### src/rtl/morph_erode_window.sv
// morph_erode_window
//
// Grayscale 3x3 erosion stage fed by a three-row line buffer. Each accepted
// column (top/mid/bot taps of one x position) is shifted into a 3x3 window.
// Once the window holds three columns of the current line it completes the
// neighbourhood of centre (x-1, y-1), and the minimum of its nine pixels is
// emitted. Border centres never produce output. Between frames the block
// holds the line-buffer FIFOs in reset and waits for their reset-busy flag
// to clear before it raises ready again.
//
// Ports:
//   clk            system clock
//   rst_n          asynchronous active-low reset
//   col_valid      column taps valid this cycle (only accepted in RUN)
//   col_top        pixel at (x, y-2)
//   col_mid        pixel at (x, y-1)
//   col_bot        pixel at (x, y)
//   fifo_rst_busy  line-buffer FIFO reset busy
//   rst_fifo       active-low reset to the line-buffer FIFOs
//   ready          upstream may present columns
//   pix_out        eroded pixel for centre (x-1, y-1)
//   valid_out      single-cycle strobe qualifying pix_out
//   frame_done     pulse coincident with the last valid_out of a frame

module morph_erode_window #(
  parameter int PIC_WIDTH  = 250,
  parameter int PIC_HEIGHT = 250,
  parameter int WIDTH      = 8,
  parameter int RST_CYCLES = 8
) (
  input  logic             clk,
  input  logic             rst_n,
  input  logic             col_valid,
  input  logic [WIDTH-1:0] col_top,
  input  logic [WIDTH-1:0] col_mid,
  input  logic [WIDTH-1:0] col_bot,
  input  logic             fifo_rst_busy,
  output logic             rst_fifo,
  output logic             ready,
  output logic [WIDTH-1:0] pix_out,
  output logic             valid_out,
  output logic             frame_done
);

  localparam int XW = $clog2(PIC_WIDTH);
  localparam int YW = $clog2(PIC_HEIGHT);
  localparam int CW = $clog2(RST_CYCLES + 1);

  localparam logic [XW-1:0] X_LAST = XW'(PIC_WIDTH - 1);
  localparam logic [YW-1:0] Y_LAST = YW'(PIC_HEIGHT - 1);
  localparam logic [CW-1:0] C_LAST = CW'(RST_CYCLES - 1);
  localparam logic [XW-1:0] X_TWO  = XW'(2);
  localparam logic [YW-1:0] Y_TWO  = YW'(2);

  typedef enum logic [1:0] {
    ST_FIFO_RST,
    ST_WAIT,
    ST_RUN,
    ST_DRAIN
  } state_t;

  state_t state, state_next;

  logic [CW-1:0]    rst_cnt;
  logic [XW-1:0]    x;
  logic [YW-1:0]    y;
  logic             accept;
  logic             last_col;
  logic             entering_rst;
  logic [WIDTH-1:0] win [0:2][0:2];
  logic [WIDTH-1:0] row_min [0:2];
  logic [WIDTH-1:0] win_min;
  logic             win_valid;
  logic             win_last;

  assign accept       = col_valid && (state == ST_RUN);
  assign last_col     = (x == X_LAST) && (y == Y_LAST);
  assign entering_rst = (state != ST_FIFO_RST) && (state_next == ST_FIFO_RST);

  always_ff @(posedge clk or negedge rst_n) begin
    if (!rst_n) begin
      state <= ST_FIFO_RST;
    end else begin
      state <= state_next;
    end
  end

  // DRAIN leaves in the cycle frame_done is shown, so FIFO reset starts the
  // cycle after the final output of the frame.
  always_comb begin
    state_next = state;
    rst_fifo   = 1'b1;
    ready      = 1'b0;
    case (state)
      ST_FIFO_RST: begin
        rst_fifo = 1'b0;
        if (rst_cnt == C_LAST) state_next = ST_WAIT;
      end
      ST_WAIT: begin
        if (!fifo_rst_busy) state_next = ST_RUN;
      end
      ST_RUN: begin
        ready = 1'b1;
        if (accept && last_col) state_next = ST_DRAIN;
      end
      ST_DRAIN: begin
        if (frame_done) state_next = ST_FIFO_RST;
      end
      default: state_next = ST_FIFO_RST;
    endcase
  end

  always_ff @(posedge clk or negedge rst_n) begin
    if (!rst_n) begin
      rst_cnt <= '0;
    end else if (state == ST_FIFO_RST && rst_cnt != C_LAST) begin
      rst_cnt <= rst_cnt + 1'b1;
    end else begin
      rst_cnt <= '0;
    end
  end

  always_ff @(posedge clk or negedge rst_n) begin
    if (!rst_n) begin
      x <= '0;
      y <= '0;
    end else if (entering_rst) begin
      x <= '0;
      y <= '0;
    end else if (accept) begin
      if (x == X_LAST) begin
        x <= '0;
        y <= (y == Y_LAST) ? '0 : y + 1'b1;
      end else begin
        x <= x + 1'b1;
      end
    end
  end

  // Column 2 is the newest column; columns x=0 and x=1 of each line refill
  // the window, so nothing from the previous line survives to an output.
  always_ff @(posedge clk or negedge rst_n) begin
    if (!rst_n) begin
      for (int r = 0; r < 3; r++) begin
        for (int c = 0; c < 3; c++) begin
          win[r][c] <= '0;
        end
      end
      win_valid <= 1'b0;
      win_last  <= 1'b0;
    end else begin
      if (accept) begin
        for (int r = 0; r < 3; r++) begin
          win[r][0] <= win[r][1];
          win[r][1] <= win[r][2];
        end
        win[0][2] <= col_top;
        win[1][2] <= col_mid;
        win[2][2] <= col_bot;
      end
      win_valid <= accept && (x >= X_TWO) && (y >= Y_TWO);
      win_last  <= accept && last_col;
    end
  end

  function automatic logic [WIDTH-1:0] min2(input logic [WIDTH-1:0] a,
                                            input logic [WIDTH-1:0] b);
    return (a < b) ? a : b;
  endfunction

  always_comb begin
    for (int r = 0; r < 3; r++) begin
      row_min[r] = min2(min2(win[r][0], win[r][1]), win[r][2]);
    end
    win_min = min2(min2(row_min[0], row_min[1]), row_min[2]);
  end

  // pix_out keeps the last result between strobes.
  always_ff @(posedge clk or negedge rst_n) begin
    if (!rst_n) begin
      pix_out    <= '0;
      valid_out  <= 1'b0;
      frame_done <= 1'b0;
    end else begin
      if (win_valid) pix_out <= win_min;
      valid_out  <= win_valid;
      frame_done <= win_valid && win_last;
    end
  end

endmodule

### config.mk
export PLATFORM = sky130hd
export DESIGN_NAME = morph_erode_window
export DESIGN_NICKNAME = d
export VERILOG_FILES = /design/src/rtl/morph_erode_window.sv
export SDC_FILE = /design/constraint.sdc
export NUM_CORES = 1
export LEC_CHECK = 0
export ABC_AREA = 1
export BUFFER_PORTS_ARGS = -buffer_cell sky130_fd_sc_hd__buf_2
export CAP_MARGIN = 20
export CORE_MARGIN = 2
export CORE_UTILIZATION = 40
export DETAILED_ROUTE_END_ITERATION = 7
export PLACE_DENSITY_LB_ADDON = 0.05
export SYNTH_ARGS = -nofsm -noshare
export SYNTH_HDL_FRONTEND = slang
export SYNTH_SLANG_ARGS = --single-unit
export TNS_END_PERCENT = 50
### constraint.sdc
create_clock -name clk -period 7.2 [get_ports clk]
set_input_delay 1.08 -clock clk [delete_from_list [all_inputs] [get_ports clk]]
set_output_delay 1.08 -clock clk [all_outputs]
set_load 0.01 [all_outputs]
### Yosys cells after proc, flatten, opt, wreduce, memory -nomap -nowiden

Cells that the tools add are included.

* $add $sub $neg: 3
* $lt $le $gt $ge: 10
* eq/ne operators: 7
* multiplexer cells: 23
* reductions and logical operators: 14

Operator list (number)
* 8-bit 2-to-1 mux: 15
* 8-bit less-than comparator: 8
* 8-bit by 1-bit adder with 8-bit output, second input constant: 2
* 8-bit equality test, second input constant: 2
* 8-bit by 2-bit greater-or-equal comparator with 1-bit output, second input constant: 2
* 1-bit logical AND: 8
* 2-bit 2-to-1 mux: 4
* 2-bit case mux with 4 select lines: 1
* 2-bit nonzero test: 3
* 4-bit by 1-bit adder with 4-bit output, second input constant: 1
* 2-bit equality test, second input constant: 2
* 4-bit by 3-bit equality test with 1-bit output, second input constant: 1
* 2-bit logical NOT: 2
* 4-bit 2-to-1 mux: 1
* 4-bit by 3-bit inequality test with 1-bit output, second input constant: 1
* 2-bit by 1-bit equality test with 1-bit output, second input constant: 1
* 1-bit 2-to-1 mux: 2
* 2-bit AND reduction: 1

* register bits: 106
* bits of input ports: 28
* output and inout bits: 12
* logic and storage cells: 75

### Logic depth before layout (Yosys ltp)

* depth in word-level cells: 9
* depth in mapped cells: 42
* gate-level depth less buffers: 40

### Least setup slack after synthesis

OpenSTA, ideal clock, no wires.

* kind: register to register
* from: register win[61] (netlist name)
* to: register pix_out[0]
* setup time: 118 ps
* data arrival time: 5042 ps
* required time: 7082 ps
* slack: 2040 ps
* stages on the path, launching flop included: 32
* buffers on the path: 2
* period minus slack after synthesis: 5160 ps
* cell sequence: dfrtp_1 inv_1 ha_1 a21oi_1 nor2_1 nor3_2 nand2_2 clkbuf_1 a21oi_1 ha_1 a21oi_1 nor2_1 a211oi_1 nand2_1 inv_1 clkbuf_1 nand2_1 o21ai_0 ha_1 a21oi_1 nor2_1 a211oi_1 nand2_4 o21ai_0 inv_1 ha_1 nand2_1 nor2_1 a211oi_2 nand3_1 nand3_1 nand2_1

* longest elaborated chain between the ends: 8

Ends and longest elaborated chain
* start: declaration: line 70 `logic [WIDTH-1:0] win [0:2][0:2];`
* start signal: indexed assignment: line 154 `win[r][0] <= win[r][1];`
* start signal: indexed assignment: line 155 `win[r][1] <= win[r][2];`
* 8-bit less-than comparator: line 168 `return (a < b) ? a : b;`
* 8-bit 2-to-1 mux (*): line 168
* 8-bit less-than comparator: line 168
* 8-bit 2-to-1 mux (*): line 168
* 8-bit less-than comparator: line 168
* 8-bit 2-to-1 mux (*): line 168
* 8-bit less-than comparator: line 168
* 8-bit 2-to-1 mux (*): line 168
* end signal: assignment: line 185 `if (win_valid) pix_out <= win_min;`
* end: declaration: line 40 `output logic [WIDTH-1:0] pix_out,`

Mark *: on every way between the ends. The rest lies on a longest branch, timed or not.
A chain may end at the register's enable or synchronous reset.

### Worst setup path after layout

* from: register win[61] (netlist name)
* to: register pix_out[4]

Same word-level chain as after synthesis.

==> reports/results.tsv <==
stage	metric	value	unit
global_routing	largest net degree at the start of global routing	74	
critical_path	WS Path Type	reg2reg	
clock_network	setup bufs post-CTS	0	
placement	post-DP HPWL	10.2	mm
cells_and_area	Seq. cell area	2650	sq um
floorplan	DIE AREA	16700	sq um
sta	clock skew	7.84	ps
clock_network	H-tree depth	3	
critical_path	CP Launch Type	register	
clock_network	CTS tree	built	
floorplan	FP Rows	45	
sta	Setup Viol. Count Final	0	
placement	DP Worst Slack	1420	ps
critical_path	R2R setup slack	1360	ps
global_routing	initial antenna violation count	0	
sta	Max Clock Freq	171	MHz
cells_and_area	fraction of layout cells with a size suffix above 1	9.04	%
synth	library cells used by synthesis	32	
critical_path	delay-heaviest family, CP	compound AO/OA/AOI/OAI gates	
sta	Final period util	81.0	%
hold_path	Hold EP	frame_done	
synth	synthesized instance count	815	
hold_path	worst hold path class	reg2reg	
clock_network	clock slew at reported path FFs	70	ps
sta	Final Max Slew Viols	0	
route	post-DR wirelength/cell	12.8	microns
cells_and_area	total of fill cells in the finished design	1522	
floorplan	CORE AREA	15300	sq um
sta	worst setup margin	1360	ps
clock_network	Worst-Skew Late Latency	350	ps
route	final antenna-violating net count	0	
critical_path	Req. time, crit path	7490	ps
power_and_ir_drop	VDD IR-drop max	0.173	mV
route	DR DRC count	0	
synth	flops & latches, synth	106	
sta	actual slew at the worst max-slew pin	961	ps
synth	Mapped Avg Cell Area	7.70	sq um
critical_path	Max stage delay on crit path	520	ps
floorplan	die outline width	129	microns
critical_path	WP buf/inv	3	
synth	Synth Cell Area	6280	sq um
cells_and_area	antenna cells	0	
floorplan	floorplan die height	129	microns
sta	Final min period	5840	ps
critical_path	Crit-path slowest cell	a211oi_2	
sta	RSZ-0062 raised after global routing	false	
global_routing	Global Route Usage Sum	17.7	%
hold_path	Hold Path Cell Cnt	2	
placement	placed cell count	1046	
clock_network	clk root buf	clkbuf_16	
critical_path	CP max FO	15	
route	Routed WL	13.6	mm
synth	yosys warns	0	
cells_and_area	Final Util	45.8	%
route	TritonRoute pass-1 iters	4	
critical_path	Critical Path AT	6120	ps
global_routing	first-pass GRT wire length	23.6	mm
critical_path	FF-to-FF End	pix_out[4]	
floorplan	Starting Density	41.1	%
power_and_ir_drop	PwrDens	375	nW/um^2
clock_network	# hold bufs at CTS	0	
cells_and_area	area of the multi-input gates	3120	sq um
route	initial DRC count	215	
placement	number of buffers added on ports	39	
critical_path	R2R depth	30	
global_routing	Overflow after GRT	0	
critical_path	CP most frequent cell	a21oi_1	
placement	GPL Wtd Cong	0.819	
flow_run	Max Cap Viol	0	
cells_and_area	Synth-to-Final Area Change	11.4	%
synth	post-synthesis sequential area ratio	42.3	%
critical_path	FF-to-FF Start	win[61]	
clock_network	TritonCTS Buffers	9	
hold_path	Hold Path Origin	win_last	
global_routing	vias in the first global route	5064	
sta	setup TNS	0	ps
synth	Synthesized Nets	906	
floorplan	Boundary Pins	40	
route	via/cell ratio	4.84	
critical_path	Crit. End Element	register	
clock_network	worst-case clock buffer depth	2	
sta	Hold Violations, Final	0	
cells_and_area	Non-Filler Instances	1063	
status	status	finished clean	
power_and_ir_drop	Static Leakage	0.00360	uW
sta	worst rel slew slack	36.0	%
clock_network	Sink Count	106	
clock_network	CTS resizes	0	
cells_and_area	nets	938	
route	Vias	5144	
[power breakdown]
group	internal (uW)	switching, uW	leakage [uW]	total [uW]
clock network	280	227	0.000152	507
logic	491	866	0.00214	1360
registers	692	63.8	0.00130	755
total	1460	1160	0.00360	2620
[cell families after synthesis]
logic type / count (synthesis) / synth area share (%)
adders and majority gates: 63 / 12.6
xor gates and xnor gates: 2 / 0.279
buffers and inverters: 135 / 8.09
and+or+nand+nor: 335 / 22.2
DFF: 106 / 42.3
AOI/OAI and AO/OA: 174 / 14.6
[worst max path at each step]
stage / start / endpoint / slack [ps] / depth (start not counted)
after floorplan: win[61] / pix_out[0] / 2040 / 31
after CTS: win[61] / pix_out[5] / 1380 / 29
final: win[61] / pix_out[4] / 1360 / 30
after global routing: win[61] / pix_out[6] / 700 / 31
after global placement: win[61] / pix_out[4] / 1470 / 29
after detailed placement: win[61] / pix_out[5] / 1420 / 29
[per-layer routing]
metal	wire, microns	global-route usage [%]	vias to the layer above
li1	-	-	2711
met1	6700	23.4	2340
met2	6190	29.1	72
met3	441	3.18	21
met4	267	6.52	0
met5	0	0	-
[final cells by class]
| class | instances | share of cell area, % |
|---|---|---|
| inverters | 113 | 6.07 |
| clock buffers | 10 | 3.42 |
| well taps | 211 | 3.78 |
| repair buffers | 43 | 3.26 |
| multi-input cells | 574 | 44.6 |
| clock inverters | 6 | 0.948 |
| flip-flops and latches | 106 | 37.9 |
[worst register-to-register path, delay by kind of cell, from the launching register on]
kind	cells	cell delay (ps)
AO/OA/AOI/OAI	10	2380
buffers and inverters	3	500
flip-flops	1	350
AND/OR/NAND/NOR	13	1340
adder cells (fa/ha/maj)	4	1220
[cells in the mapped netlist (all sizes together)]
cell / n / share of area, %
a31oi: 1 / 0.10
a211oi: 7 / 0.92
nor4: 4 / 0.40
o32ai: 1 / 0.14
clkinv: 3 / 0.18
o21ai: 111 / 8.8
dfrtp: 106 / 42
a41oi: 1 / 0.14
ha: 63 / 13
and2: 2 / 0.20
buf: 2 / 0.14
inv: 110 / 6.6
a221oi: 1 / 0.14
nor3: 8 / 0.72
o211ai: 1 / 0.12
nand4: 7 / 0.70
nand3b: 1 / 0.12
nor2: 53 / 3.2
nand3: 35 / 2.8
o21a: 2 / 0.24
clkbuf: 20 / 1.2
o22ai: 2 / 0.20
xor2: 2 / 0.28
nand2: 225 / 14
a21oi: 47 / 3.7
[placed cells by master (no fill, tap or decap), drive strengths merged, types with 2 or more instances in the layout]
master    n
o21a      2
nand4     7
clkbuf   10
nor2     53
nand3    35
o21ai   111
ha       63
nor3      8
buf      43
dfrtp   106
a211oi    7
a21oi    47
inv     110
and2      2
xor2      2
nand2   225
clkinv    8
nor4      4
o22ai     2
[flip-flops by register name, indices dropped and copies added (netlist names)]
| register | cells |
|---|---|
| x | 8 |
| win | 72 |
| win_last | 1 |
| pix_out | 8 |
| valid_out | 1 |
| y | 8 |
| rst_cnt | 4 |
| state | 2 |
| frame_done | 1 |
| win_valid | 1 |
[through the flow]
step / instance area [sq um] / hold slack [ps] / total power [uW]
3_3_place_gp: 6680 / 426 / 2090
5_1_grt: 6990 / 488 / 2920
6_report: 6990 / 450 / 2620
3_5_place_dp: 6680 / 437 / 2120
4_1_cts: 6990 / 453 / 2650
2_1_floorplan: 6280 / 349 / 1810
Note: power is estimated with default switching activity, not from simulation.
